## src/rtl/block_launcher_pkg.sv

```systemverilog
// rtl/block_launcher_pkg.sv - shared types and helpers for the core-side block launcher
//
// Purpose: types shared by block_launcher and its bench.
//   launcher_state_t : FSM state encoding (IDLE, LAUNCH, RUN, DONE)
//   kernel_config_t  : kernel metadata; the launcher uses num_warps_per_block
//                      and base_instructions_address
//   warp_launch_t    : one warp launch offer (slot, warp_id, block_id, pc)
//   popcount16       : number of set bits in a 16-bit vector
// No ports (package).
package block_launcher_pkg;

  // Widest slot index (16 warp slots) and widest start PC carried in the structs.
  localparam int MAX_SLOT_W = 4;
  localparam int MAX_PC_W   = 16;

  typedef logic [1:0] launcher_state_t;
  localparam launcher_state_t ST_IDLE   = 2'd0;
  localparam launcher_state_t ST_LAUNCH = 2'd1;
  localparam launcher_state_t ST_RUN    = 2'd2;
  localparam launcher_state_t ST_DONE   = 2'd3;

  typedef struct packed {
    logic [7:0]          num_warps_per_block;
    logic [MAX_PC_W-1:0] base_instructions_address;
  } kernel_config_t;

  typedef struct packed {
    logic [MAX_SLOT_W-1:0] slot;
    logic [7:0]            warp_id;
    logic [7:0]            block_id;
    logic [MAX_PC_W-1:0]   pc;
  } warp_launch_t;

  function automatic logic [7:0] popcount16(input logic [15:0] v);
    logic [7:0] n;
    n = '0;
    for (int i = 0; i < 16; i++) begin
      n = n + {7'd0, v[i]};
    end
    return n;
  endfunction

endpackage

```

## src/rtl/free_slot_picker.sv

```systemverilog
// rtl/free_slot_picker.sv - lowest-index free warp slot priority encoder
//
// Purpose: picks the lowest-numbered slot whose busy bit is clear.
// Ports:
//   slot_busy  in   NUM_SLOTS  busy flag per warp slot
//   free_slot  out  SLOT_W     index of the lowest free slot (0 when none free)
//   any_free   out  1          at least one slot is free
module free_slot_picker #(
  parameter int NUM_SLOTS = 4,
  parameter int SLOT_W    = 2
) (
  input  logic [NUM_SLOTS-1:0] slot_busy,
  output logic [SLOT_W-1:0]    free_slot,
  output logic                 any_free
);

  // Scan from the top down so the last (lowest) free index wins.
  always_comb begin
    free_slot = '0;
    for (int i = NUM_SLOTS - 1; i >= 0; i--) begin
      if (!slot_busy[i]) begin
        free_slot = SLOT_W'(i);
      end
    end
  end

  assign any_free = ~&slot_busy;

endmodule

```

## src/rtl/block_launcher.sv

```systemverilog
// rtl/block_launcher.sv - core-side block receiver: launches a block's warps and reports done
//
// Purpose: latches the dispatcher's block ID on start, offers each warp of the
// block to a free warp slot over a valid/ready handshake, counts retirements
// and raises done once every warp has retired. done is held until block_reset.
// Optional feature macro: BLOCK_LAUNCHER_PERF_EN adds the block_cycles output.
// Ports:
//   clk              in   1          core clock
//   reset_n          in   1          asynchronous active-low reset
//   kernel_config    in   struct     num_warps_per_block, base_instructions_address
//   start            in   1          dispatcher start (level)
//   block_reset      in   1          synchronous active-high soft clear
//   block_id         in   8          block index, valid while start is high
//   done             out  1          block complete
//   launch_valid     out  1          warp launch request
//   launch_ready     in   1          warp slot accepts the launch
//   launch_slot      out  SLOT_W     target slot
//   launch_warp_id   out  8          warp index within the block
//   launch_block_id  out  8          latched block ID
//   launch_pc        out  PC_WIDTH   start PC
//   warp_done        in   NUM_WARP_SLOTS  one-cycle retire pulse per slot
//   warp_abort       out  1          one-cycle kill of all busy slots
//   block_cycles     out  16         (BLOCK_LAUNCHER_PERF_EN only) cycles spent launching/running
module block_launcher
  import block_launcher_pkg::*;
#(
  parameter int NUM_WARP_SLOTS = 4,
  parameter int PC_WIDTH       = 8,
  localparam int SLOT_W        = (NUM_WARP_SLOTS > 1) ? $clog2(NUM_WARP_SLOTS) : 1
) (
  input  logic                      clk,
  input  logic                      reset_n,
  input  kernel_config_t            kernel_config,
  input  logic                      start,
  input  logic                      block_reset,
  input  logic [7:0]                block_id,
  output logic                      done,
  output logic                      launch_valid,
  input  logic                      launch_ready,
  output logic [SLOT_W-1:0]         launch_slot,
  output logic [7:0]                launch_warp_id,
  output logic [7:0]                launch_block_id,
  output logic [PC_WIDTH-1:0]       launch_pc,
  input  logic [NUM_WARP_SLOTS-1:0] warp_done,
  output logic                      warp_abort
`ifdef BLOCK_LAUNCHER_PERF_EN
  ,
  output logic [15:0]               block_cycles
`endif
);

  launcher_state_t           state_q, state_d;
  logic                      done_q, done_d;
  logic                      valid_q, valid_d;
  logic                      abort_q, abort_d;
  warp_launch_t              offer_q, offer_d;
  logic [7:0]                launched_q, launched_d;
  logic [7:0]                retired_q, retired_d;
  logic [NUM_WARP_SLOTS-1:0] slot_busy_q, slot_busy_d;

  logic                      accept;
  logic [NUM_WARP_SLOTS-1:0] retire_mask;
  logic [NUM_WARP_SLOTS-1:0] launch_mask;
  logic [NUM_WARP_SLOTS-1:0] busy_upd;
  logic [7:0]                launched_upd;
  logic [7:0]                retired_upd;
  logic [7:0]                num_warps;
  logic [SLOT_W-1:0]         pick_slot;
  logic                      pick_any;

  assign num_warps = kernel_config.num_warps_per_block;
  assign accept    = valid_q & launch_ready;

  // Retire pulses on idle slots are dropped here.
  assign retire_mask = warp_done & slot_busy_q;
  assign launch_mask = accept ? (NUM_WARP_SLOTS'(1) << offer_q.slot[SLOT_W-1:0]) : '0;

  // Occupancy after this cycle's retires and launch. The next offer is picked
  // from this, so a slot freed now is offered next cycle, never this one.
  assign busy_upd     = (slot_busy_q & ~retire_mask) | launch_mask;
  assign launched_upd = launched_q + {7'd0, accept};
  assign retired_upd  = retired_q + popcount16(16'(retire_mask));

  free_slot_picker #(
    .NUM_SLOTS (NUM_WARP_SLOTS),
    .SLOT_W    (SLOT_W)
  ) u_picker (
    .slot_busy (busy_upd),
    .free_slot (pick_slot),
    .any_free  (pick_any)
  );

  always_comb begin
    state_d     = state_q;
    done_d      = done_q;
    valid_d     = valid_q;
    abort_d     = 1'b0;
    offer_d     = offer_q;
    launched_d  = launched_upd;
    retired_d   = retired_upd;
    slot_busy_d = busy_upd;

    case (state_q)
      ST_IDLE: begin
        if (start) begin
          launched_d       = '0;
          retired_d        = '0;
          offer_d.block_id = block_id;
          offer_d.warp_id  = '0;
          offer_d.slot     = MAX_SLOT_W'(pick_slot);
          offer_d.pc       = kernel_config.base_instructions_address;
          if (num_warps == 8'd0) begin
            state_d = ST_DONE;
            done_d  = 1'b1;
          end else begin
            state_d = ST_LAUNCH;
            valid_d = pick_any;
          end
        end
      end

      ST_LAUNCH: begin
        // A stalled offer keeps its payload; otherwise build the next one.
        if (!(valid_q && !launch_ready)) begin
          if (launched_upd == num_warps) begin
            state_d = ST_RUN;
            valid_d = 1'b0;
          end else begin
            valid_d         = pick_any;
            offer_d.slot    = MAX_SLOT_W'(pick_slot);
            offer_d.warp_id = launched_upd;
            offer_d.pc      = kernel_config.base_instructions_address;
          end
        end
      end

      ST_RUN: begin
        if (retired_upd == num_warps) begin
          state_d = ST_DONE;
          done_d  = 1'b1;
        end
      end

      ST_DONE: begin
        done_d = 1'b1;
      end

      default: begin
        state_d = ST_IDLE;
      end
    endcase

    // Soft clear wins over everything, including a start in the same cycle.
    if (block_reset) begin
      state_d     = ST_IDLE;
      done_d      = 1'b0;
      valid_d     = 1'b0;
      offer_d     = '0;
      launched_d  = '0;
      retired_d   = '0;
      slot_busy_d = '0;
      abort_d     = |slot_busy_q;
    end
  end

  always_ff @(posedge clk or negedge reset_n) begin
    if (!reset_n) begin
      state_q     <= ST_IDLE;
      done_q      <= 1'b0;
      valid_q     <= 1'b0;
      abort_q     <= 1'b0;
      offer_q     <= '0;
      launched_q  <= '0;
      retired_q   <= '0;
      slot_busy_q <= '0;
    end else begin
      state_q     <= state_d;
      done_q      <= done_d;
      valid_q     <= valid_d;
      abort_q     <= abort_d;
      offer_q     <= offer_d;
      launched_q  <= launched_d;
      retired_q   <= retired_d;
      slot_busy_q <= slot_busy_d;
    end
  end

  assign done            = done_q;
  assign launch_valid    = valid_q;
  assign launch_slot     = offer_q.slot[SLOT_W-1:0];
  assign launch_warp_id  = offer_q.warp_id;
  assign launch_block_id = offer_q.block_id;
  assign launch_pc       = offer_q.pc[PC_WIDTH-1:0];
  assign warp_abort      = abort_q;

  // The offer struct is sized for the widest configuration; the upper bits
  // are simply not driven out in narrower builds.
  logic unused_offer_bits;
  assign unused_offer_bits = ^{offer_q.slot, offer_q.pc};

`ifdef BLOCK_LAUNCHER_PERF_EN
  logic [15:0] block_cycles_q, block_cycles_d;

  // Counts every cycle spent in LAUNCH or RUN, so the value frozen in DONE is
  // the block's launch-to-completion latency.
  always_comb begin
    block_cycles_d = block_cycles_q;
    if (block_reset) begin
      block_cycles_d = '0;
    end else if (state_q == ST_IDLE && start) begin
      block_cycles_d = '0;
    end else if ((state_q == ST_LAUNCH || state_q == ST_RUN) && block_cycles_q != 16'hFFFF) begin
      block_cycles_d = block_cycles_q + 16'd1;
    end
  end

  always_ff @(posedge clk or negedge reset_n) begin
    if (!reset_n) begin
      block_cycles_q <= '0;
    end else begin
      block_cycles_q <= block_cycles_d;
    end
  end

  assign block_cycles = block_cycles_q;
`endif

endmodule
```

## config.mk

```make
export PLATFORM = sky130hd
export DESIGN_NAME = block_launcher
export DESIGN_NICKNAME = d
export VERILOG_FILES = /design/src/rtl/block_launcher_pkg.sv /design/src/rtl/free_slot_picker.sv /design/src/rtl/block_launcher.sv
export SDC_FILE = /design/constraint.sdc
export NUM_CORES = 1
export LEC_CHECK = 0
export CAP_MARGIN = 5
export CORE_MARGIN = 5
export CORE_UTILIZATION = 35
export CTS_CLUSTER_SIZE = 24
export DETAILED_ROUTE_END_ITERATION = 8
export PLACE_DENSITY = 0.72
export SETUP_SLACK_MARGIN = 0.3
export SLEW_MARGIN = 20
export SYNTH_ARGS = -nofsm -noshare
export SYNTH_HDL_FRONTEND = slang
export SYNTH_HIERARCHICAL = 1
export SYNTH_SLANG_ARGS = --single-unit
export TNS_END_PERCENT = 1
```

## constraint.sdc

```tcl
create_clock -name clk -period 5.05 [get_ports clk]
set_input_delay 1.01 -clock clk [delete_from_list [all_inputs] [get_ports clk]]
set_output_delay 1.01 -clock clk [all_outputs]
set_load 0.1 [all_outputs]
```

==> Word level (Yosys, flattened, before mapping) <==
Cells that the tools add are included.
{ "op_classes": {"muxes": 40, "mul": 0, "div": 0, "shifts": 1, "reduce_logical": 17, "order_cmp": 0, "eq_ne": 12, "n_bitwise": 5, "addsub": 5} }
{ "op_table": {"columns": ["op", "count"], "rows": [
  ["$mux W34", 2],
  ["$mux W8", 7],
  ["$mux W16", 2],
  ["$pmux W16 S2", 1],
  ["$ne A3 B3 Y1 const B", 7],
  ["$mux W10", 2],
  ["$mux W2", 10],
  ["$pmux W10 S2", 1],
  ["$eq A8 B8 Y1", 2],
  ["$reduce_and A4 Y1", 4],
  ["$mux W1", 10],
  ["$add A8 B1 Y8", 1],
  ["$add A8 B4 Y8", 1],
  ["$and A4 B4 Y4", 2],
  ["$logic_not A8 Y1", 1],
  ["$mux W4", 2],
  ["$reduce_bool A4 Y1", 2],
  ["$pmux W2 S3", 1],
  ["$reduce_and A5 Y1", 1],
  ["$add A3 B1 Y4", 1],
  ["$eq A2 B2 Y1 const B", 2],
  ["$not A4 Y4", 1],
  ["$or A4 B4 Y4", 1],
  ["$reduce_bool A2 Y1", 2],
  ["other kinds (13)", 14]
]} }
{ "totals": {"n_memories": 0, "latchBits": 0, "register_bits": 51, "output_inout_bits": 29, "wordCells": 91, "romBits": 0, "mem_bits_rw": 0} }

==> Logic depth before layout (Yosys ltp) <==
Gate-level depths: netlist (run 1).
{ "depth": {"word_depth": 12, "ltp_mapped": 12} }

==> By module <==
The synthesis (run 1) kept the hierarchy.
{ "by_module_without_submodules": {"columns": ["mod", "n_inst", "area_per_inst_um2", "cells_per_inst", "seq_area_each_um2"], "rows": [
  ["block_launcher", 1, 2862.7, 299, 1276.2],
  ["free_slot_picker", 1, 28.8, 5, 0.0]
]} }

==> Least setup slack after synthesis (run 1) <==
No wires, ideal clock.
{ "synth_timing": {"kind": "in2reg", "from": "input warp_done[0]", "to": "register state_q[1]", "stages": 11, "slack_ns": 1.117, "arrival_time_ns": 3.807, "path_cell_list": "nand2_1 fa_1 fa_1 inv_1 fa_1 xor2_1 nor3_1 nand4_1 nor4_1 nor4_1 a311o_1"} }
{ "synth_via": {"elab_chain_len": 8} }
{ "synth_lines": {"columns": ["item", "line", "text"], "rows": [
  ["start: declaration", "block_launcher.sv:44", "input logic [NUM_WARP_SLOTS-1:0] warp_done,"],
  ["$and A4 B4 Y4", "block_launcher.sv:75", "assign retire_mask = warp_done & slot_busy_q;"],
  ["$add A1 B1 Y2", "block_launcher_pkg.sv:38", "n = n + {7'd0, v[i]};"],
  ["$add A2 B1 Y3", "block_launcher_pkg.sv:38", null],
  ["$add A3 B1 Y4", "block_launcher_pkg.sv:38", null],
  ["$add A8 B4 Y8", "block_launcher.sv:82", "assign retired_upd = retired_q + popcount16(16'(retire_mask));"],
  ["$eq A8 B8 Y1", "block_launcher.sv:138", "if (retired_upd == num_warps) begin"],
  ["$ne A3 B3 Y1 (no line)", null, null],
  ["$reduce_and A5 Y1 (no line)", null, null],
  ["end signal: assignment", "block_launcher.sv:177", "state_q <= state_d;"],
  ["end: declaration", "block_launcher.sv:52", "launcher_state_t state_q, state_d;"]
]} }
Every way passes these cells.
A chain may end at the register's enable or synchronous reset.

==> Worst setup path after layout (run 1) <==
Same ends and word-level chain as after synthesis.

==> results by stage, run 1 <==
STA:
- The smallest clock period supported by the final layout is computed as 4.36 ns.
- For the final routed database, the setup TNS stands at 0 ns.
- Clock skew on the completed layout was measured at 0.00937 ns.
- For the pin with the worst max-slew slack, the measured transition is 1.01 ns.
- Final hold analysis gives a worst-case slack of 0.508 ns.
- The total of endpoints with negative setup slack in the final report is 0.
- Setup slack on the critical path of the routed design comes to 0.694 ns.
- The number of hold violations in the final report is 0.
- Timing would allow up to 0.230 GHz.
- Setup repair after global routing left no endpoint under its margin.
- The number of pins exceeding their max-slew limit in the final report is 0.
- Of the available clock period, the critical path in the final layout requires 0.863.
- Headroom to the max-slew limit came out at 0.325.

Critical path:
- The signal on the critical path passes through clkdlybuf4s50_1 -> nand2_1 -> fa_1 -> fa_1 -> inv_1 -> fa_1 -> nand3_1 -> nor2_1 -> xnor2_1 -> o221ai_1 -> nor4_1 -> buf_4 -> o311a_1 -> a311o_1.
- The start of the worst register-to-register path is slot_busy_q[0]$_DFF_PN0_.
- The endpoint kind of the worst setup timing path is a flip-flop.
- The cell that appears most often on the critical path is fa_1.
- The arrival time of the worst setup path is 4.54 ns.
- The worst register-to-register path ends at state_q[1]$_DFFE_PN0P_.
- The path type of the worst setup path is primary input to flip-flop.
- The startpoint of the most critical setup path is warp_done[0].
- The slowest library cell on the worst path is clkdlybuf4s50_1.
- The worst reg2reg path depth is 13.
- At the worst endpoint, the required time is 5.24 ns.
- The largest fanout on the critical path is 4.
- The register-to-register path setup slack is 1.52 ns.
- STA classifies the critical path startpoint as a primary input.
- In this design, the stage delay of the slowest critical-path cell is 0.49 ns.

Die:
- After floorplanning, the core was divided into 33 placement rows.
- The die is 101 microns tall.
- Pin placement for this block handled 70 I/O pins.
- The area of the core is 8130 sq um.
- For this configuration, the core starts out at a cell density of 0.355.
- The area of the die is 10,200 sq um.
- Measured along the x axis, the die boundary spans 101 microns.

Synth:
- The number of instances in the synthesized netlist is 304.
- The share of synthesized area occupied by flip-flops and latches is 0.441.
- The number of warnings reported in the yosys synthesis log is 6.
- Yosys mapped a number of flops with a built-in enable equal to 0.
- Of all cell types, the one taking the most synthesized area is dfrtp_1.
- The most common cell in the synthesized netlist is dfrtp_1.
- The flip-flop and latch count after synthesis is 51.
- After synthesis the cells add up to 2890 sq um.
- The most common flop cell mapped by yosys is dfrtp_1.
- In this run the mean area of a mapped cell was 9.51 sq um.
- The net count after synthesis is 355.
- After synthesis, the share of flip-flops with an asynchronous set or reset is 1.00.
- The commonest cells after synthesis are 51 x dfrtp_1, 43 x nand2_1, 33 x nor2_1.
- Of the post-synthesis cell area, the dominant cell type holds 0.441.
- Ranked by total cell area, the synthesized netlist is headed by dfrtp_1 44%, nand2_1 5.6%, xnor2_1 4.5%, nor2_1 4.3%, mux2i_1 3.8%.
- The post-synthesis cell type count is 53.

Clock network:
- Counting every sink on the clock net gives 51.
- For this design, the CTS-stage hold fixing added 0 buffers.
- The TritonCTS clock tree is done.
- The number of gates given a new drive strength after cts is 0.
- Post-CTS timing repair inserted 0 buffers for setup.
- The buffer levels on the longest clock path is 2.
- The clock-pin slew on the worst setup and hold paths is 0.09 ns.
- At the later pin of the worst-skew pair, clock insertion delay measures 0.30 ns.
- Clock tree synthesis inserted a total of 5 buffers.
- The number of H-tree levels is 2.
- The root buffer cell chosen for the clock tree is clkbuf_8.

Worst hold path:
- In this run the most critical hold path is launched from done$_DFFE_PN0P_.
- The worst hold path was traced through 2 stages.
- The endpoint of the worst hold-timing path is done$_DFFE_PN0P_.
- The class of the worst hold path is flip-flop to flip-flop.

Detailed routing:
- Using the TritonRoute via totals, the vias-per-cell ratio works out to 5.15.
- The average wire per standard cell is 14.9 microns.
- For this block, the initial DRC count from the detailed router was 148.
- After detailed routing, the number of remaining DRC violations is 0.
- For this block, the via count after detailed routing is 2,427.
- Wires add up to 7000 microns.
- For this run, the detailed router's first-pass iteration total came to 4.
- The count of nets left with antenna violations once routing finished came out at 0.

Finish:
- The sequential cells in the finished layout cover a total of 1280 sq um.
- Compared with the post-synthesis result, the final layout area differs by 28.2%.
- Fill cells in the final layout number 789.
- Of the cells placed in the final design, the portion with a size suffix greater than 1 is 0.0519.
- The number of nets in the finished design is 416.
- The area taken by multi-input logic gates is 1500 sq um.
- The final cell count without fillers is 471.
- The diode insertion count for antenna repair is 0.

Outcome:
- The flow ran to the end, and the final reports show no timing, DRC or antenna violations.

Placement:
- The count of port buffers added during placement is 61.
- The final HPWL from detailed placement is 5180 microns.
- The routability congestion estimate is 0.875.
- The worst setup slack after placement is 0.401 ns.
- The number of cells after detailed placement is 463.

GRT:
- The remaining global-route overflow is 0.
- Entering global routing, the biggest net connects 52 pins.
- Across every metal layer, demand over resource in global routing totals 0.144.
- The via count of the first global-routing pass came to 2,523.
- The first global-routing pass estimated 11,800 microns of wire.
- The number of antenna violations at the first check in global routing is 0.

Power:
- The power density over the cells is 401 nW/um^2.
- In this run the static leakage power is 1.56 nW.
- The worst vdd rail ir drop is 0.389 mV.
- The design draws 1.48 mW.

Run:
- Across the run, the number of max-cap violations was 0.
## cell type report
| class | count | area share |
|---|---|---|
| sequential | 51 | 0.344 |
| clock buffer | 8 | 0.0270 |
| multi-input combinational | 225 | 0.404 |
| tap | 105 | 0.0354 |
| timing repair buffer | 65 | 0.172 |
| inverter | 17 | 0.0172 |
## cells by family (layout without fill, tap and decap cells)
| group | after synthesis | in the layout | share of synthesized area |
|---|---|---|---|
| adder cells (fa/ha/maj) | 10 | 10 | 0.0511 |
| XOR/XNOR | 29 | 29 | 0.103 |
| flip-flops | 51 | 51 | 0.441 |
| buffers and inverters | 28 | 90 | 0.0402 |
| AND/OR/NAND/NOR | 130 | 130 | 0.219 |
| multiplexers | 11 | 11 | 0.0381 |
| AO/OA/AOI/OAI | 45 | 45 | 0.108 |
## layer usage
layer | vias up | track usage | share of wire
li1 | 1174 | - | -
met4 | 0 | 0.0613 | 0.026
met3 | 16 | 0.0429 | 0.079
met2 | 88 | 0.227 | 0.46
met5 | - | 0 | 0
met1 | 1149 | 0.184 | 0.44
## critical path, delay by kind of cell
| family | cells | cell delay [ns] |
|---|---|---|
| fa+ha+maj | 3 | 1.15 |
| xor+xnor | 1 | 0.10 |
| buf+inv | 3 | 0.73 |
| compound gates | 3 | 0.88 |
| simple gates | 4 | 0.68 |
## worst max path at each step
stage	end	slack [ns]	cells after the start
after floorplan	state_q[1]$_DFFE_PN0P_	1.12	11
after global placement	state_q[1]$_DFFE_PN0P_	0.46	14
after detailed placement	state_q[1]$_DFFE_PN0P_	0.40	14
after CTS	state_q[1]$_DFFE_PN0P_	0.71	14
after global routing	state_q[1]$_DFFE_PN0P_	0.51	14
final	state_q[1]$_DFFE_PN0P_	0.69	14
## state kept, by name, summed over array words and instances (netlist names)
signal and cells:
launch_block_id 8, launch_pc 8, launch_warp_id 8, launched_q 8
retired_q 8, slot_busy_q 4, launch_slot 2, state_q 2
done 1, launch_valid 1, warp_abort 1
## layout by cell type (no fill, tap or decap), drive strengths merged, types with 3 or more instances in the layout
cell type	Yosys	layout
ha	7	7
dfrtp	51	51
o22ai	3	3
inv	17	17
xnor2	15	15
buf	2	5
fa	3	3
nand3	13	13
clkbuf	9	8
or2	4	4
and3	4	4
nor2	34	34
xor2	11	11
nor2b	3	3
a31oi	6	6
nand2	43	43
clkdlybuf4s50	0	60
a21oi	11	11
mux2i	11	11
and2	5	5
o21ai	5	5
nand4	6	6
or4	6	6
## per-stage QoR
step | instance area [sq um] | util
finish | 3710 | 0.456
global route | 3710 | 0.456
CTS | 3710 | 0.456
detailed placement | 3610 | 0.443
global placement | 3610 | 0.443
floorplan | 2890 | -
## power by group
part           internal, mW  leakage, nW  switching (mW)
logic                 0.212        0.809           0.525
registers             0.456        0.699          0.0328
clock network         0.125       0.0515           0.134
total                 0.793         1.56           0.692
Note: power is estimated with default switching activity, not from simulation.
==> run 2: changes to the inputs <==
- ABC_CLOCK_PERIOD_IN_PS: unset -> 5050
- SKIP_LAST_GASP: unset -> 1
==> results of run 2 <==
The final DEF is identical to that of run 1; final timing and power are the same.
